===== config.mk =====
export PLATFORM = sky130hd
export DESIGN_NAME = period_detector
export DESIGN_NICKNAME = d
export VERILOG_FILES = /design/src/rtl/period_detector.sv
export SDC_FILE = /design/constraint.sdc
export NUM_CORES = 1
export LEC_CHECK = 0
export CAP_MARGIN = 20
export CORE_ASPECT_RATIO = 1.5
export CORE_MARGIN = 2
export CORE_UTILIZATION = 55
export CTS_CLUSTER_SIZE = 40
export DETAILED_ROUTE_END_ITERATION = 7
export GPL_TIMING_DRIVEN = 0
export HOLD_SLACK_MARGIN = 0.03
export PLACE_DENSITY = 0.88
export SLEW_MARGIN = 20
export SYNTH_ARGS = -nofsm -noshare
export SYNTH_HDL_FRONTEND = slang
export SYNTH_SLANG_ARGS = --single-unit
export TNS_END_PERCENT = 50

===== constraint.sdc =====
create_clock -name clk -period 3.7 [get_ports clk]
set_input_delay 1.11 -clock clk [delete_from_list [all_inputs] [get_ports clk]]
set_output_delay 1.11 -clock clk [all_outputs]
set_load 0.05 [all_outputs]

===== src/rtl/period_detector.sv =====
// Period detector: Schmitt-trigger crossing detector on the filtered sample stream.
// Reports the sample count between successive rising crossings and tracks signal presence.
module period_detector #(
    parameter int unsigned DATA_BITS  = 12,
    parameter int unsigned COUNT_BITS = 16,
    parameter int unsigned MIN_PERIOD = 8,
    parameter int unsigned TIMEOUT    = 4000
) (
    input  logic                  clk,
    input  logic                  rst,
    input  logic                  sample_en,
    input  logic [DATA_BITS-1:0]  din,
    input  logic [DATA_BITS-1:0]  midpoint,
    input  logic [DATA_BITS-1:0]  hyst,
    output logic [COUNT_BITS-1:0] period,
    output logic                  period_valid,
    output logic                  signal_present
);

    typedef enum logic [1:0] {StWaitLow, StArmed, StHigh, StLow} state_e;

    localparam logic [COUNT_BITS-1:0] MinPeriodC = COUNT_BITS'(MIN_PERIOD);
    localparam logic [COUNT_BITS-1:0] TimeoutC   = COUNT_BITS'(TIMEOUT);

    state_e                state_q, state_d;
    logic [COUNT_BITS-1:0] cnt_q, cnt_d;
    logic [COUNT_BITS-1:0] period_q, period_d;
    logic                  valid_q, valid_d;
    logic                  present_q, present_d;

    logic [DATA_BITS:0]    sum_wide, diff_wide;
    logic [DATA_BITS-1:0]  hi_thr, lo_thr;
    logic [COUNT_BITS-1:0] cnt_inc;
    logic                  is_high, is_low;

    // One extra bit catches overflow/underflow of the band edges before clamping.
    assign sum_wide  = {1'b0, midpoint} + {1'b0, hyst};
    assign diff_wide = {1'b0, midpoint} - {1'b0, hyst};

    always_comb begin
        hi_thr = sum_wide[DATA_BITS-1:0];
        lo_thr = diff_wide[DATA_BITS-1:0];
        if (sum_wide[DATA_BITS]) hi_thr = '1;
        if (diff_wide[DATA_BITS]) lo_thr = '0;
    end

    assign is_high = (din >= hi_thr);
    assign is_low  = (din <= lo_thr);
    assign cnt_inc = cnt_q + COUNT_BITS'(1);

    always_comb begin
        state_d   = state_q;
        cnt_d     = cnt_q;
        period_d  = period_q;
        valid_d   = 1'b0;
        present_d = present_q;
        if (sample_en) begin
            unique case (state_q)
                StWaitLow: begin
                    cnt_d = '0;
                    if (is_low) state_d = StArmed;
                end
                StArmed: begin
                    if (is_high) begin
                        state_d = StHigh;
                        cnt_d   = '0;
                    end
                end
                StHigh, StLow: begin
                    // Timeout wins over any crossing seen on the same sample.
                    if (cnt_inc >= TimeoutC) begin
                        state_d   = StWaitLow;
                        cnt_d     = '0;
                        present_d = 1'b0;
                    end else if (state_q == StHigh) begin
                        cnt_d = cnt_inc;
                        if (is_low) state_d = StLow;
                    end else if (is_high) begin
                        state_d = StHigh;
                        if (cnt_inc >= MinPeriodC) begin
                            period_d  = cnt_inc;
                            valid_d   = 1'b1;
                            present_d = 1'b1;
                            cnt_d     = '0;
                        end else begin
                            // Too-short crossing: keep counting from the last accepted edge.
                            cnt_d = cnt_inc;
                        end
                    end else begin
                        cnt_d = cnt_inc;
                    end
                end
                default: state_d = StWaitLow;
            endcase
        end
    end

    always_ff @(posedge clk or posedge rst) begin
        if (rst) begin
            state_q   <= StWaitLow;
            cnt_q     <= '0;
            period_q  <= '0;
            valid_q   <= 1'b0;
            present_q <= 1'b0;
        end else begin
            state_q   <= state_d;
            cnt_q     <= cnt_d;
            period_q  <= period_d;
            valid_q   <= valid_d;
            present_q <= present_d;
        end
    end

    assign period         = period_q;
    assign period_valid   = valid_q;
    assign signal_present = present_q;

endmodule


; Word level (Yosys, flattened, before mapping)
; Index checks and enable logic that the tools add are counted.
[word_totals]
reg_bits = 36
input_bits = 39
[op_classes]
mux = 24
add_sub_neg = 3
bitwise_logic = 2
eq_ne = 7
n_lt_le_gt_ge = 4
n_reduce_logical = 8
[ops]
columns = cell, count
row1 = $mux 16, 5
row2 = $pmux 16 s3, 1
row3 = $mux 12, 2
row4 = $add 16x1->16 const B, 1
row5 = $ge 16x12->1 const B, 1
row6 = $ge 16x4->1 const B, 1
row7 = $add 12x12->13, 1
row8 = $sub 12x12->13, 1
row9 = $ge 12x12->1, 1
row10 = $le 12x12->1, 1
row11 = $mux 1, 10
row12 = $mux 2, 5
row13 = $ne 2x2->1 const B, 3
row14 = $pmux 2 s3, 1
row15 = $reduce_and 6->1, 1
row16 = $reduce_and 5->1, 1
row17 = $eq 2x2->1 const B, 2
row18 = $ne 4x4->1 const B, 1
row19 = $reduce_bool 2->1, 2
row20 = $reduce_and 3->1, 1
row21 = $eq 2x1->1 const B, 1
row22 = $logic_not 2->1, 1
row23 = $not 1->1, 2
row24 = $reduce_and 2->1, 1
row25 = $reduce_or 2->1, 1

; Longest topological paths before layout
; Gate-level depths: netlist (run 1).
[logic_depth]
ltp_word = 8
depth_mapped = 20
mapped_depth_nobuf = 19

; Worst setup path before layout (run 1)
; Ideal clock, no wire load.
[synth_timing]
path_type = input-to-reg
from = input midpoint[0]
to = register cnt_q[12]
arrival_time_ps = 4878
setup_slack_ps = -1245
cell_stages = 17
cell_sequence = ha_1 fa_1 nand2b_1 a21oi_1 o21ai_0 a21oi_1 o31ai_1 a21oi_1 or3b_2 ha_1 nor2b_1 o21ai_0 a41oi_1 nor2b_1 o41ai_1 clkbuf_1 and2_1
[synth_between]
elab_chain_len = 7
word_cells_on_any_way = 9
cone_classes = add/sub: 1 / order compare: 1 / eq/ne: 1 / mux: 5 / reduce/logical: 1
[synth_rtl]
columns = element, line
row1 = "start, declared", 13  ; input logic [DATA_BITS-1:0] midpoint,
row2 = $add 12x12->13 *, 37  ; assign sum_wide = {1'b0, midpoint} + {1'b0, hyst};
row3 = $mux 12 *, 43  ; if (sum_wide[DATA_BITS]) hi_thr = '1;
row4 = $ge 12x12->1 *, 47  ; assign is_high = (din >= hi_thr);
row5 = $mux 16, 78  ; end else if (is_high) begin
row6 = $mux 16, 75  ; end else if (state_q == StHigh) begin
row7 = $mux 16, 71  ; if (cnt_inc >= TimeoutC) begin
row8 = $pmux 16 s3, 58  ; unique case (state_q)
row9 = "end signal, assigned", 107  ; cnt_q <= cnt_d;
row10 = "end, declared", 26  ; logic [COUNT_BITS-1:0] cnt_q, cnt_d;
; Mark *: on every way between the ends. The rest lies on a longest branch, timed or not.
; A chain may end at the register's enable or synchronous reset.

; Worst setup path in the final report (run 1)
[layout_timing]
from = input midpoint[0]
to = register period_q[1] (netlist: period[1])
[layout_between]
elab_chain_len = 4
[layout_rtl]
columns = element, line
row1 = $add 12x12->13, 37
row2 = $mux 12, 43
row3 = $ge 12x12->1, 47
row4 = $reduce_and 6->1 (no source line), --
row5 = "end signal, assigned", 108  ; period_q <= period_d;
row6 = "end, declared", 27  ; logic [COUNT_BITS-1:0] period_q, period_d;
; No other way between the ends.

==> results.yml, run 1 <==
final_layout:
  syn_to_final_growth_pct: 46.0
  final_common_cell: "buf_4"
  layout_common_cells: "buf_4 (40), nor2_1 (36), ha_1 (36), dfrtp_1 (36), clkdlybuf4s50_1 (36)"
  diodes: 0
  layout.nets: 632
  drive_above_1_share_pct: 31.9
synth:
  synthFlopType: "dfrtp_1"
  synth_top_area_share_pct: 25.0
  avgSynthCellArea_um2: 8.18
  yosysUniqueCellTypes: 59
  netlist_instances: 440
  synth_top_area_cell: "dfrtp_1"
  synthTopCellsByArea: "dfrtp_1 (25%), ha_1 (17%), nor2_1 (4.8%)"
  ys_seq_area_share_pct: 25.0
  syn-cell-area_um2: 3600
  synthesis.nets: 531
  yosys_warnings: 0
  synthArstFlopShare_pct: 100
  synth_edf_count: 0
  ys_ff_latch: 36
critical_path:
  worstSetupEndpointType: "flop"
  worstPathRequired_ps: 3880
  crit_path_end: "period[1]$_DFFE_PP0P_"
  reg2reg_slack_ps: 550
  r2r-end: "period[1]$_DFFE_PP0P_"
  startpoint: "midpoint[0]"
  reg2reg_from: "cnt_q[0]$_DFFE_PP0P_"
  cp_max_fo: 8
  r2r_cells: 9
  crit_path_start_kind: "input pin"
  crit_type: "input pin to flop"
  critical_path_arrival_ps: 4780
grt:
  grt_pass1_vias: 3863
  grt_first_pass_wirelength_um: 17100
  grt_max_degree: 37
  track_usage_pct: 29.3
  grt-ovfl-total: 0
  antenna_found_initial: 0
route:
  wl_um: 13200
  drt_iter0_drc: 361
  vias: 4067
  drc: 0
  routedWlPerCell_um: 21.4
  ant_nets: 0
  avgViaCountPerCell: 6.58
  dr.pass1.iters: 5
cts:
  cts_buffers: 5
  clock-sinks: 36
  cts_root_buffer: "clkbuf_8"
  cts_tree: "built"
  htreeDepth: 2
  clk_pin_slew_ps: 70
  clk_latency_ps: 300
  cts_buffer_depth: 2
status:
  failed_checks: "negative setup slack"
  run_status: "finished with violations"
run:
  cap_violations: 0
sta:
  finalHoldViolCount: 0
  setup_ws_ps: -904
  period_needed_ps: 4600
  fin_tns_setup_ps: -28900
  setup_viol: 36
  tightest_slew_ps: 796
  fin_skew_ps: 10.6
  max-slew-margin-rel_pct: 46.4
  rsz0062_at_grt: "yes"
  drv_slew: 0
  fmax_mhz: 217
  finalCritPeriodShare_pct: 124
placed_design:
  place_congestion: 0.901
  pre_cts_ws_ps: -1950
  dp_hpwl_um: 7160
  port_buffers: 56
floorplan:
  core_area_um2: 6400
  start_util_pct: 56.3
  placementRows: 36
  die_h_um: 103
  die_area_um2: 7220
  io_pins: 57
  die_width_um: 70.1
power_and_ir_drop:
  p_leak_nw: 2.38
  p_per_area_nw_per_um2: 393
  power.total_mw: 2.07
  peakVddDrop_mv: 0.493
worst_hold_path:
  hold_class: "flop to flop"
kinds of logic after synthesis:
logic type / Yosys count / synth area share (%)
buffers and inverters: 56 / 6.95
AO/OA/AOI/OAI: 102 / 19.3
XOR/XNOR: 19 / 4.62
flip-flops: 36 / 25.0
AND/OR/NAND/NOR: 172 / 24.6
adder cells (fa/ha/maj): 52 / 18.5
multiplexers: 3 / 1.01
synthesized netlist by cell type (all sizes together), types with 2 or more instances:
cell,n
a22o,3
inv,35
or4,4
o21ai,22
a21oi,36
nand2b,8
mux2,2
or3b,2
nand2,35
a221oi,2
and2b,4
xor2,3
buf,10
fa,2
a21o,9
nor3b,2
nor2,46
ha,50
or2,2
nand4,10
or3,4
a41oi,2
o211ai,6
dfrtp,36
o21bai,3
a211oi,5
nand3,12
and3,4
xnor2,16
and2,9
clkbuf,11
nor3,17
o31ai,2
nor2b,9
registers in the layout, indices dropped and copies added, names as in the netlist:
register / cells
cnt_q: 16
period: 16
state_q: 2
period_valid: 1
signal_present: 1
report_power, final:
part           internal (mW)  switching [mW]
Sequential             0.468           0.105
Combinational          0.507           0.682
Clock                  0.151           0.152
Total                   1.13           0.939
stage by stage:
step                utilization [%]  cells  hold WS, ps  area (um^2)
floorplan                         -    440          477         3760
global placement               69.1    572          469         4420
detailed placement             69.1    572          474         4420
CTS                            77.6    605          493         4960
global route                   82.2    618          520         5260
finish                         82.2    618          491         5260
worst min-delay path by stage:
stage / endpoint / slack, ps / cells after the start / startpoint
after floorplan: cnt_q[15]$_DFFE_PP0P_ / 480 / 1 / cnt_q[15]$_DFFE_PP0P_
after global placement: period[13]$_DFFE_PP0P_ / 470 / 1 / period[13]$_DFFE_PP0P_
after detailed placement: period[13]$_DFFE_PP0P_ / 470 / 1 / period[13]$_DFFE_PP0P_
after CTS: period[13]$_DFFE_PP0P_ / 490 / 1 / period[13]$_DFFE_PP0P_
after global routing: period[13]$_DFFE_PP0P_ / 520 / 1 / period[13]$_DFFE_PP0P_
final: period[13]$_DFFE_PP0P_ / 490 / 1 / period[13]$_DFFE_PP0P_
critical path, stage by stage:
cell and delay [ps]:
buf_8 100, ha_4 150, fa_2 370, nand2b_4 90, a21oi_4 60, o21ai_4 190, a21oi_4 110, buf_4 150
buf_4 130, or4_4 440, a211oi_2 240, ha_1 210, nand4_1 130, a21oi_2 200, nand2_2 110, a2bb2oi_4 190
a2111oi_4 270, buf_6 220, mux2_4 310
area by class of cell:
class                           instances  area (um^2)
Clock inverter                          1         7.51
Timing Repair Buffer                   98          901
Fill cell                             333         1140
Clock buffer                            7         86.3
Multi-Input combinational cell        348         2950
Tap cell                               76         95.1
Buffer                                 17          174
Sequential cell                        36          901
Inverter                               35          139
timing repair:
| item | in CTS | in global routing |
|---|---|---|
| hold buffers | 0 | 0 |
| cloned | 2 | 2 |
| resized for setup | 102 | 71 |
| endpoints found under the hold margin | 0 | 0 |
| buffers inserted | 25 | 13 |
| endpoints found under the setup margin | 36 | 36 |
| pin swaps | 36 | 22 |
routing by layer:
metal	part of all wire (%)	GRT usage [%]	wire, um	up-vias
li1	-	-	-	1744
met1	33	30.7	4400	1892
met2	51	56.0	6740	314
met3	7.5	3.23	994	117
met4	8.3	17.8	1110	0
met5	0	0	0	-
No activity file was read; power rests on OpenSTA's default activity.
==> run 2: changes to the inputs <==
--- a/config.mk
+++ b/config.mk
@@ -8,12 +8,12 @@
 export CAP_MARGIN = 20
 export CORE_ASPECT_RATIO = 1.5
 export CORE_MARGIN = 2
-export CORE_UTILIZATION = 55
+export CORE_UTILIZATION = 30
 export CTS_CLUSTER_SIZE = 40
 export DETAILED_ROUTE_END_ITERATION = 7
 export GPL_TIMING_DRIVEN = 0
 export HOLD_SLACK_MARGIN = 0.03
-export PLACE_DENSITY = 0.88
+export PLACE_DENSITY = 0.56
 export SLEW_MARGIN = 20
 export SYNTH_ARGS = -nofsm -noshare
 export SYNTH_HDL_FRONTEND = slang
==> constraint.sdc (replaced) <==
create_clock -name clk -period 5.15 [get_ports clk]
set_input_delay 1.545 -clock clk [delete_from_list [all_inputs] [get_ports clk]]
set_output_delay 1.545 -clock clk [all_outputs]
set_load 0.05 [all_outputs]
==> results.yml, run 2 (synthesis gave the netlist of run 1 again) <==
status:
  run_status: "complete, no violations"
grt:
  grt-ovfl-total: 0
  grt_max_degree: 22
  grt_util_met3_pct: 1.91
  antenna_found_initial: 0
  track_usage_pct: 15.4
  grt_pass1_vias: 3653
  met1_usage_pct: 15.0
  grt_use_met2_pct: 30.7
  grt-busiest-layer: "met2"
  grt_first_pass_wirelength_um: 16200
placed_design:
  port_buffers: 56
  dp_hpwl_um: 7220
  dpl_cell_area_um2: 4390
  place_congestion: 0.927
worst_hold_path:
  hold_class: "flop to flop"
  hold_depth: 1
power_and_ir_drop:
  p_leak_nw: 2.38
  peakVddDrop_mv: 0.110
  power.total_mw: 1.44
  p_per_area_nw_per_um2: 275
route:
  dr.pass1.iters: 4
  wl_um: 9890
  vias: 3490
  drc: 0
  avgViaCountPerCell: 5.04
  ant_nets: 0
  drt_iter0_drc: 101
  routedWlPerCell_um: 14.3
critical_path:
  worstSetupEndpointType: "flop"
  crit_top_cell: "buf_4"
  cp_max_fo: 5
  crit_slowest_cell: "fa_2"
  critical-path-top-delay-family: "compound AO/OA/AOI/OAI gates"
  r2r_cells: 9
  critical_path_arrival_ps: 5200
  crit_path_start_kind: "input pin"
  crit_buf_inv: 3
  crit_type: "input pin to flop"
  worstPathRequired_ps: 5310
  path_cells: "buf_4, ha_4, fa_2, nand2b_4, a21oi_4, o21ai_4, a21oi_4, o31ai_4, a21oi_2, buf_4, or3b_4, ha_4, nor2b_1, o21ai_2, a41oi_2, a2bb2oi_2, buf_4, o2111a_2, and3_4, a221o_1"
  path_depth: 20
  max_stage_delay_ps: 410
final_layout:
  syn_to_final_growth_pct: 45.0
  final_common_cell: "nor2_1"
  layout_common_cells: "nor2_1 (46), buf_4 (37), ha_1 (37), dfrtp_1 (36), clkdlybuf4s50_1 (36)"
  diodes: 0
  drive_above_1_share_pct: 25.9
  final_area_um2: 5220
  layout.nets: 630
  n_fill_cell: 1175
cts:
  cts_buffers: 5
  cts_tree: "built"
  clock-sinks: 36
  clk_latency_ps: 280
  cts_root_buffer: "clkbuf_16"
  cts_buffer_depth: 2
  htreeDepth: 2
  clk_pin_slew_ps: 60
floorplan:
  die_h_um: 138
  start_util_pct: 30.4
  core_area_um2: 11800
  io_pins: 57
  die_width_um: 93.5
  placementRows: 49
  die_area_um2: 12900
run:
  cap_violations: 0
sta:
  finalHoldViolCount: 0
  drv_slew: 0
  fmax_mhz: 199
  setup_viol: 0
  max-slew-margin-rel_pct: 54.9
  tightest_slew_ps: 669
  period_needed_ps: 5040
  fin_skew_ps: 6.09
  finalCritPeriodShare_pct: 97.8
## run 2: cell count changes in the layout (fill, tap and decap cells not counted), moves of 4 or more
cell and delta:
dlygate4sd2_1 +4, nor2_4 -9, clkbuf_16 +4, clkbuf_8 -6
nor2_1 +10, buf_8 -5, dlymetal6s2s_1 +4, nand2_1 +5
nand2_2 -5
## run 2: worst paths after layout
check | start | end | slack, ps
setup / recovery | hyst[0] | cnt_q[9]$_DFFE_PP0P_ | 110
hold / removal | period[12]$_DFFE_PP0P_ | period[12]$_DFFE_PP0P_ | 490
setup reg to reg | cnt_q[0]$_DFFE_PP0P_ | period[1]$_DFFE_PP0P_ | 2220
hold reg to reg | period[12]$_DFFE_PP0P_ | period[12]$_DFFE_PP0P_ | 490
max in group asynchronous | rst | cnt_q[5]$_DFFE_PP0P_ | 3140
min in group asynchronous | rst | cnt_q[1]$_DFFE_PP0P_ | 1570
## run 2: through the flow
stage / instances / util [%] / hold slack [ps] / TNS, ps / setup slack (ps)
after floorplan: 440 / - / 477 / 0 / 0.425
after global placement: 649 / 36.9 / 471 / -44700 / -1500
after detailed placement: 650 / 37.1 / 480 / -47450 / -1540
after CTS: 688 / 42.7 / 493 / 0 / 14.2
after global routing: 693 / 44.1 / 511 / -17.9 / -17.9
final: 693 / 44.1 / 491 / 0 / 112
## run 2: area by class of cell
class                   instances  area, um^2  area share, %
plain buffers                  17         135           2.59
clock buffers                   7         143           2.73
clock inverters                 1        7.51          0.144
inverters                      35         131           2.52
multi-input cells             348        2830           54.2
flip-flops and latches         36         901           17.2
well taps                     153         191           3.67
repair buffers                 96         885           16.9
## run 2: repair_timing
item,in CTS,in global routing
resized for setup,90,46
hold buffers,0,0
setup buffers,33,5
pin swaps,32,29
endpoints found under the setup margin,36,35
cloned,1,2
## run 2: metal layers
metal | part of all wire, % | vias to the layer above
li1 | - | 1745
met1 | 37 | 1618
met2 | 56 | 100
met3 | 3.6 | 27
met4 | 3.7 | 0
met5 | 0 | -
## run 2: power by group
group | total (mW) | leakage (nW) | internal [mW] | switching (mW)
combinational | 0.746 | 1.83 | 0.324 | 0.422
sequential | 0.384 | 0.479 | 0.337 | 0.0472
clock | 0.306 | 0.0701 | 0.192 | 0.113
